<file path="config.mk">
export PLATFORM = sky130hd
export DESIGN_NAME = countdown_timer
export DESIGN_NICKNAME = d
export VERILOG_FILES = /design/src/rtl/clock_pkg.sv /design/src/rtl/tick_gen.sv /design/src/rtl/countdown_timer.sv
export SDC_FILE = /design/constraint.sdc
export NUM_CORES = 1
export LEC_CHECK = 0
export ABC_AREA = 1
export BUFFER_PORTS_ARGS = -buffer_cell sky130_fd_sc_hd__buf_4
export CAP_MARGIN = 15
export CORE_UTILIZATION = 59
export CTS_BUF_LIST = sky130_fd_sc_hd__clkbuf_8
export DETAILED_ROUTE_END_ITERATION = 16
export GPL_TIMING_DRIVEN = 0
export PLACE_DENSITY = 0.83
export SLEW_MARGIN = 20
export SYNTH_ARGS = -nofsm -noshare
export SYNTH_HDL_FRONTEND = slang
export SYNTH_HIERARCHICAL = 1
export SYNTH_SLANG_ARGS = --single-unit
</file>
<file path="constraint.sdc">
create_clock -name clk -period 2.7 [get_ports clk]
set_input_delay 0.135 -clock clk [delete_from_list [all_inputs] [get_ports clk]]
set_output_delay 0.135 -clock clk [all_outputs]
set_load 0.03 [all_outputs]
</file>
<file path="src/rtl/clock_pkg.sv">
// Shared definitions for the stopwatch, countdown timer and alarm blocks:
// the limit of each display digit and the 2-bit timer state encoding.
package clock_pkg;

  // Largest legal value of each display digit (m:ss.t).
  localparam logic [3:0] D0_MAX = 4'd9;  // tenths
  localparam logic [3:0] D1_MAX = 4'd9;  // seconds units
  localparam logic [3:0] D2_MAX = 4'd5;  // seconds tens
  localparam logic [3:0] D3_MAX = 4'd9;  // minutes

  typedef enum logic [1:0] {
    IDLE    = 2'd0,
    RUN     = 2'd1,
    EXPIRED = 2'd2
  } state_t;

  // Clamp a preset digit to its legal maximum.
  function automatic logic [3:0] sat_digit(input logic [3:0] d, input logic [3:0] max);
    return (d > max) ? max : d;
  endfunction

endpackage

</file>
<file path="src/rtl/tick_gen.sv">
// Prescaler: counts 0..DIV-1 while enabled and raises tick for one cycle
// when it is sitting at DIV-1 (and wraps back to 0 on that edge).
// The count is frozen while en is low, so a paused timer keeps its phase.
module tick_gen #(
  parameter int DIV = 10
) (
  input  logic clk,
  input  logic reset,
  input  logic en,
  input  logic clr,
  output logic tick
);

  localparam int W = (DIV > 2) ? $clog2(DIV) : 1;
  localparam logic [W-1:0] LAST = W'(DIV - 1);

  logic [W-1:0] r_cnt;

  // Phase counter: cleared by reset or clr, advances only when enabled.
  always_ff @(posedge clk) begin
    if (reset || clr) begin
      r_cnt <= '0;
    end else if (en) begin
      r_cnt <= (r_cnt == LAST) ? '0 : r_cnt + 1'b1;
    end
  end

  assign tick = en && (r_cnt == LAST);

endmodule

</file>
<file path="src/rtl/countdown_timer.sv">
// Countdown timer: loads a BCD m:ss.t preset, counts down once per tick
// while run is high, and flags done/expired on reaching 0:00.0.
// Every output comes straight from a register.
//
// Handshake note: there is no valid/ready pair here. load is a one-cycle
// strobe that always wins over run and over a coincident tick; run is a level.
module countdown_timer
  import clock_pkg::*;
#(
  parameter int CLK_HZ  = 100_000_000,
  parameter int TICK_HZ = 10
) (
  input  logic       clk,
  input  logic       reset,
  input  logic       load,
  input  logic [3:0] ld_d0,
  input  logic [3:0] ld_d1,
  input  logic [3:0] ld_d2,
  input  logic [3:0] ld_d3,
  input  logic       run,
  output logic [3:0] reg_d0,
  output logic [3:0] reg_d1,
  output logic [3:0] reg_d2,
  output logic [3:0] reg_d3,
  output logic       running,
  output logic       done,
  output logic       expired,
  output logic [1:0] dbg_state
);

  localparam int DIV = CLK_HZ / TICK_HZ;

  state_t     r_state;
  state_t     w_state_nxt;
  logic [3:0] r_d0, r_d1, r_d2, r_d3;
  logic [3:0] w_d0_nxt, w_d1_nxt, w_d2_nxt, w_d3_nxt;
  logic [3:0] w_dec0, w_dec1, w_dec2, w_dec3;
  logic       w_b0, w_b1, w_b2;
  logic       r_running, r_done, r_expired;
  logic       w_done_nxt, w_expired_nxt;
  logic       w_tick;
  logic       w_zero;
  logic       w_dec_zero;

  tick_gen #(.DIV(DIV)) u_tick_gen (
    .clk   (clk),
    .reset (reset),
    .en    (r_state == RUN),
    .clr   (load),
    .tick  (w_tick)
  );

  assign w_zero     = ({r_d3, r_d2, r_d1, r_d0} == 16'h0000);
  assign w_dec_zero = ({w_dec3, w_dec2, w_dec1, w_dec0} == 16'h0000);

  // BCD borrow chain: the count minus one tenth.
  always_comb begin
    w_b0   = (r_d0 == 4'd0);
    w_dec0 = w_b0 ? D0_MAX : r_d0 - 4'd1;
    w_b1   = 1'b0;
    w_dec1 = r_d1;
    if (w_b0) begin
      w_b1   = (r_d1 == 4'd0);
      w_dec1 = w_b1 ? D1_MAX : r_d1 - 4'd1;
    end
    w_b2   = 1'b0;
    w_dec2 = r_d2;
    if (w_b1) begin
      w_b2   = (r_d2 == 4'd0);
      w_dec2 = w_b2 ? D2_MAX : r_d2 - 4'd1;
    end
    // Minutes cannot underflow: a tick is never applied at 0:00.0.
    w_dec3 = r_d3;
    if (w_b2) begin
      w_dec3 = r_d3 - 4'd1;
    end
  end

  // Next-state, next-digit and flag logic; load overrides everything else.
  always_comb begin
    w_state_nxt   = r_state;
    w_d0_nxt      = r_d0;
    w_d1_nxt      = r_d1;
    w_d2_nxt      = r_d2;
    w_d3_nxt      = r_d3;
    w_done_nxt    = 1'b0;
    w_expired_nxt = r_expired;
    if (load) begin
      w_d0_nxt      = sat_digit(ld_d0, D0_MAX);
      w_d1_nxt      = sat_digit(ld_d1, D1_MAX);
      w_d2_nxt      = sat_digit(ld_d2, D2_MAX);
      w_d3_nxt      = sat_digit(ld_d3, D3_MAX);
      w_state_nxt   = IDLE;
      w_expired_nxt = 1'b0;
    end else begin
      case (r_state)
        IDLE: begin
          // A zero count never starts, so it can never expire.
          if (run && !w_zero) begin
            w_state_nxt = RUN;
          end
        end
        RUN: begin
          if (w_tick) begin
            w_d0_nxt = w_dec0;
            w_d1_nxt = w_dec1;
            w_d2_nxt = w_dec2;
            w_d3_nxt = w_dec3;
            if (w_dec_zero) begin
              w_state_nxt   = EXPIRED;
              w_done_nxt    = 1'b1;
              w_expired_nxt = 1'b1;
            end else if (!run) begin
              w_state_nxt = IDLE;
            end
          end else if (!run) begin
            w_state_nxt = IDLE;
          end
        end
        EXPIRED: begin
          w_state_nxt = EXPIRED;
        end
        default: begin
          w_state_nxt = IDLE;
        end
      endcase
    end
  end

  // State, digit and output flag registers.
  always_ff @(posedge clk) begin
    if (reset) begin
      r_state   <= IDLE;
      r_d0      <= 4'd0;
      r_d1      <= 4'd0;
      r_d2      <= 4'd0;
      r_d3      <= 4'd0;
      r_running <= 1'b0;
      r_done    <= 1'b0;
      r_expired <= 1'b0;
    end else begin
      r_state   <= w_state_nxt;
      r_d0      <= w_d0_nxt;
      r_d1      <= w_d1_nxt;
      r_d2      <= w_d2_nxt;
      r_d3      <= w_d3_nxt;
      r_running <= (w_state_nxt == RUN);
      r_done    <= w_done_nxt;
      r_expired <= w_expired_nxt;
    end
  end

  assign reg_d0    = r_d0;
  assign reg_d1    = r_d1;
  assign reg_d2    = r_d2;
  assign reg_d3    = r_d3;
  assign running   = r_running;
  assign done      = r_done;
  assign expired   = r_expired;
  assign dbg_state = r_state;

endmodule

</file>
# Word-level counts from Yosys, hierarchy flattened
# Cells that the tools add are included.
# Widths: inputs -> output; s select.
dict set report totals {
  input_bits 20
  ff_bits 45
  word_cells 72
}
dict set report classes {
  reduce_logical 16
  eq_ne 4
  bitwise_logic 2
  order_cmp 4
  mux 32
  add_sub_neg 5
}
# cell count
set op_table {}
lappend op_table {{$mux 4} 22}
lappend op_table {{$logic_not 16->1} 2}
lappend op_table {{$add 24x1->24 const B} 1}
lappend op_table {{$eq 24x24->1 const B} 1}
lappend op_table {{$mux 24} 1}
lappend op_table {{$sub 4x1->4 const B} 4}
lappend op_table {{$gt 4x4->1 const B} 3}
lappend op_table {{$logic_not 4->1} 3}
lappend op_table {{$mux 2} 5}
lappend op_table {{$pmux 2 s3} 1}
lappend op_table {{$eq 2x1->1 const B} 2}
lappend op_table {{$gt 4x3->1 const B} 1}
lappend op_table {{$reduce_bool 2->1} 2}
lappend op_table {{$reduce_or 4->1} 1}
lappend op_table {{$mux 1} 3}
lappend op_table {{$reduce_and 3->1} 1}
lappend op_table {{$eq 2x2->1 const B} 1}
lappend op_table {{$logic_and 1x1->1} 2}
lappend op_table {{$logic_not 2->1} 1}
lappend op_table {{$not 1->1} 2}
lappend op_table {{$reduce_and 2->1} 1}
lappend op_table {{$reduce_or 2->1} 1}
lappend op_table {{$logic_not 1->1} 1}
lappend op_table {{$logic_or 1x1->1} 1}

# Depth between registers and ports, before layout
dict set report depth {
  ltp_word 10
  depth_mapped 15
  ltp_nobuf 15
}

# Hierarchy
# Netlist, hierarchy kept.
# module cells_per_inst instances area_per_inst_um2 seq_area_each_um2
set by_module_without_submodules {}
lappend by_module_without_submodules {countdown_timer 213 1 1380.1 420.4}
lappend by_module_without_submodules {tick_gen 210 1 1353.8 480.5}

# Least setup slack after synthesis
# No wires, ideal clock.
dict set report synth_path {
  path_type {flip-flop to flip-flop}
  start {register r_state[0], in the netlist dbg_state[0]}
  end {register r_d1[1], in the netlist reg_d1[1]}
  setup_time_ns 0.095
  path_stages_with_launch 12
  n_path_buf 1
  t_arrival_ns 1.966
  path_slack_ns 0.639
  cell_sequence {dfxtp_1 > nand2_1 > inv_1 > nand2_1 > nor2_1 > nand3_2 > nor2_4 > inv_1 > nor2_1 > nor2_1 > buf_2 > a221oi_1}
}
dict set report synth_via {
  elab_chain_cells 4
}
# element line
set synth_rtl {}
lappend synth_rtl {{start, declared} countdown_timer.sv:33} ;# state_t r_state;
lappend synth_rtl {{start signal, assigned} countdown_timer.sv:142} ;# r_state <= w_state_nxt;
lappend synth_rtl {{$eq 2x1->1} countdown_timer.sv:48} ;# .en (r_state == RUN),
lappend synth_rtl {{$logic_and 1x1->1} tick_gen.sv:28} ;# assign tick = en && (r_cnt == LAST);
lappend synth_rtl {{via w_tick} countdown_timer.sv:41} ;# logic w_tick;
lappend synth_rtl {{$reduce_bool 2->1 (no line)} --}
lappend synth_rtl {{$reduce_and 2->1 (no line)} --}
lappend synth_rtl {{end signal, assigned} countdown_timer.sv:144} ;# r_d1 <= w_d1_nxt;
lappend synth_rtl {{end, declared} countdown_timer.sv:35} ;# logic [3:0] r_d0, r_d1, r_d2, r_d3;
# The timed path passes the listed nets, and every way through them passes these cells.
# A chain may end at the register's enable or synchronous reset.

# Final worst setup path
dict set report layout_path {
  start {register r_state[1], in the netlist dbg_state[1]}
  end {register r_d1[1], in the netlist reg_d1[1]}
}
# Same word-level chain as after synthesis.

==> metrics.txt <==
drt wl/cell=12.6 µm; pwr dens=468 nW/µm²; Antenna Cells=0; hold buffers post-CTS=0; Longest Clk Path Bufs=2; RSZ-0062 raised after global routing=no; Finished Core Util=0.727; EDFF count, synth=0; die area=4910 µm²; actual slew at the worst max-slew pin=628 ps; post-synth design cell area=~2700 µm²; clk_skew=just under 6 ps; Total Power=1.50 mW; Clk pin slew, worst setup/hold paths=around 90 ps; Pleak=1.29 nW; CTS Buf Count=5; clk root buf=clkbuf_8; final period utilization=0.879; Post-synth ARST share=0; Worst Slack Setup Final=327 ps; WP data required=slightly below 3000 ps; CP Buf/Inv Count=4; Die Wd=70.1 µm; worst r2r path cells=12; Critical Path Fanout Max=10; post-synthesis area per instance=6.46 µm²; antenna violations before repair=0; Layout Nets=approximately 500; DR DRC count=0; Synth area leaders=dfxtp_1, nand2_1, nor2_1; dpl hpwl=4950 µm; crit-path cells=inv_1, nand2_1, inv_1, nand2_1, nor2_1, nand3_2, nor2_4, inv_1, nor2_1, nor2_1, buf_2, a221oi_1; clock latency on the worst-skew pair=310 ps; gpl congestion=0.886; Max H-tree Level=2; biggest cell delay along the critical path=330 ps; Hold WC Path Type=input port to flop; sequential-to-total area share from yosys stat=0.330; Inst Count DP=515; ratio of cells with drive above 1 in the final layout=0.159; Syn Nets=446; CP arrival=2580 ps; Die Ht=70.1 µm; TNS Setup=0 ps; final setup fails=0; routed vias=between 2000 and 3000; drt via density=5.46; post-route cell area=~3200 µm²; Worst path slowest cell=dfxtp_1; IO Count=41; leading area contributor after synthesis=dfxtp_1; dpl ws=385 ps; CTS tree=yes; vias in the first global route=between 2000 and 3000; Worst setup SP type=flop; status=finished, final reports clean; first-pass GRT wire length=approximately 11000 µm; Crit Path Category=flop to flop; core area=4410 µm²; drt first pass iters=5; Crit path depth=12; CTS resizes=0; Hold Path Stages=2; Hold Slack=39.0 ps; Setup crit end kind=flop; Max VDD drop=approximately 260 µV; row cnt=24; maxcap violations=0; synth-to-layout area growth=17.4%; clock sinks=45; Final ANT Viol Nets=0; Slew HR=0.580; Initial Util=0.619; post-route insts no fill=523; largest net degree at the start of global routing=15; Slew Limit Fails=0; YS warnings=6; Tot GR Track Use=0.283; placed cell areas=3100 µm²; Post-CTS Setup Inserts=0; Fin. Hold Viols=0; Port Buffers=40; top-count cell post-synth=nand2_1; Commonest cells post-synth=nand2_1, nor2_1, inv_1; Post-Syn Instances=423; Synth top area share=0.330; Iter 0 DRT Violations=266; final worst path period need=2370 ps; FF+latch count, synth=45; delay-heaviest family, CP=simple AND/OR/NAND/NOR gates; drt total wl=6610 µm; top_reg_cell synth=dfxtp_1; grt total ovfl=0; Yosys cell types=37; Fmax=421 MHz
area by class of cell:
type / count / area, µm²
clock inverters: 3 / 42.5
flip-flops and latches: 45 / 901
multi-input cells: 322 / 1620
clock buffers: 5 / 68.8
repair buffers: 40 / 300
plain buffers: 5 / 23.8
inverters: 51 / 191
well taps: 52 / 65.1
fillers: 383 / 1200
registers in the layout, indices dropped and copies added, names as in the netlist:
name / cells
dbg_state: 2
reg_d3: 4
reg_d1: 4
u_tick_gen/r_cnt: 24
done: 1
reg_d0: 4
running: 1
reg_d2: 4
expired: 1
cells in the final DEF (no fill, tap or decap), types with 6 or more instances in the layout:
| cell type | n |
|---|---|
| a21oi_1 | 15 |
| a31oi_1 | 9 |
| buf_4 | 41 |
| dfxtp_1 | 45 |
| inv_1 | 50 |
| nand2_1 | 116 |
| nand3_1 | 20 |
| nand4_1 | 9 |
| nor2_1 | 77 |
| nor2_2 | 7 |
| nor3_1 | 6 |
| o21ai_0 | 14 |
| xor2_1 | 7 |
kinds of logic (layout without fill, tap and decap cells):
group / after synthesis / count (layout) / synth area share
muxes: 1 / 1 / 0.00366
and+or+nand+nor: 255 / 255 / 0.421
buffers and inverters: 56 / 104 / 0.0787
AOI/OAI and AO/OA: 54 / 54 / 0.125
xor gates and xnor gates: 9 / 9 / 0.0288
adders and majority gates: 3 / 3 / 0.0137
DFF: 45 / 45 / 0.330
power by group:
group	internal [mW]	switching, mW	total, mW
combinational	0.103	0.180	0.283
clock	0.274	0.243	0.518
sequential	0.680	0.0211	0.701
total	1.06	0.445	1.50
final timing paths:
path,slack (ps),startpoint,to
worst max-delay path,330,dbg_state[1]$_SDFF_PP0_,reg_d1[1]$_SDFFE_PP0P_
worst min-delay path,40,reset,reg_d1[1]$_SDFFE_PP0P_
worst max register to register,330,dbg_state[1]$_SDFF_PP0_,reg_d1[1]$_SDFFE_PP0P_
worst min register to register,470,expired$_SDFFE_PP0P_,expired$_SDFFE_PP0P_
routing by layer:
metal | part of all wire | track usage | vias to the layer above | wire (µm)
li1 | - | - | 1459 | -
met1 | 0.48 | 0.406 | 1280 | 3200
met2 | 0.43 | 0.435 | 111 | 2860
met3 | 0.075 | 0.0606 | 8 | 493
met4 | 0.0091 | 0.0689 | 0 | 60
met5 | 0 | 0 | - | 0
Note: power is estimated with default switching activity, not from simulation.
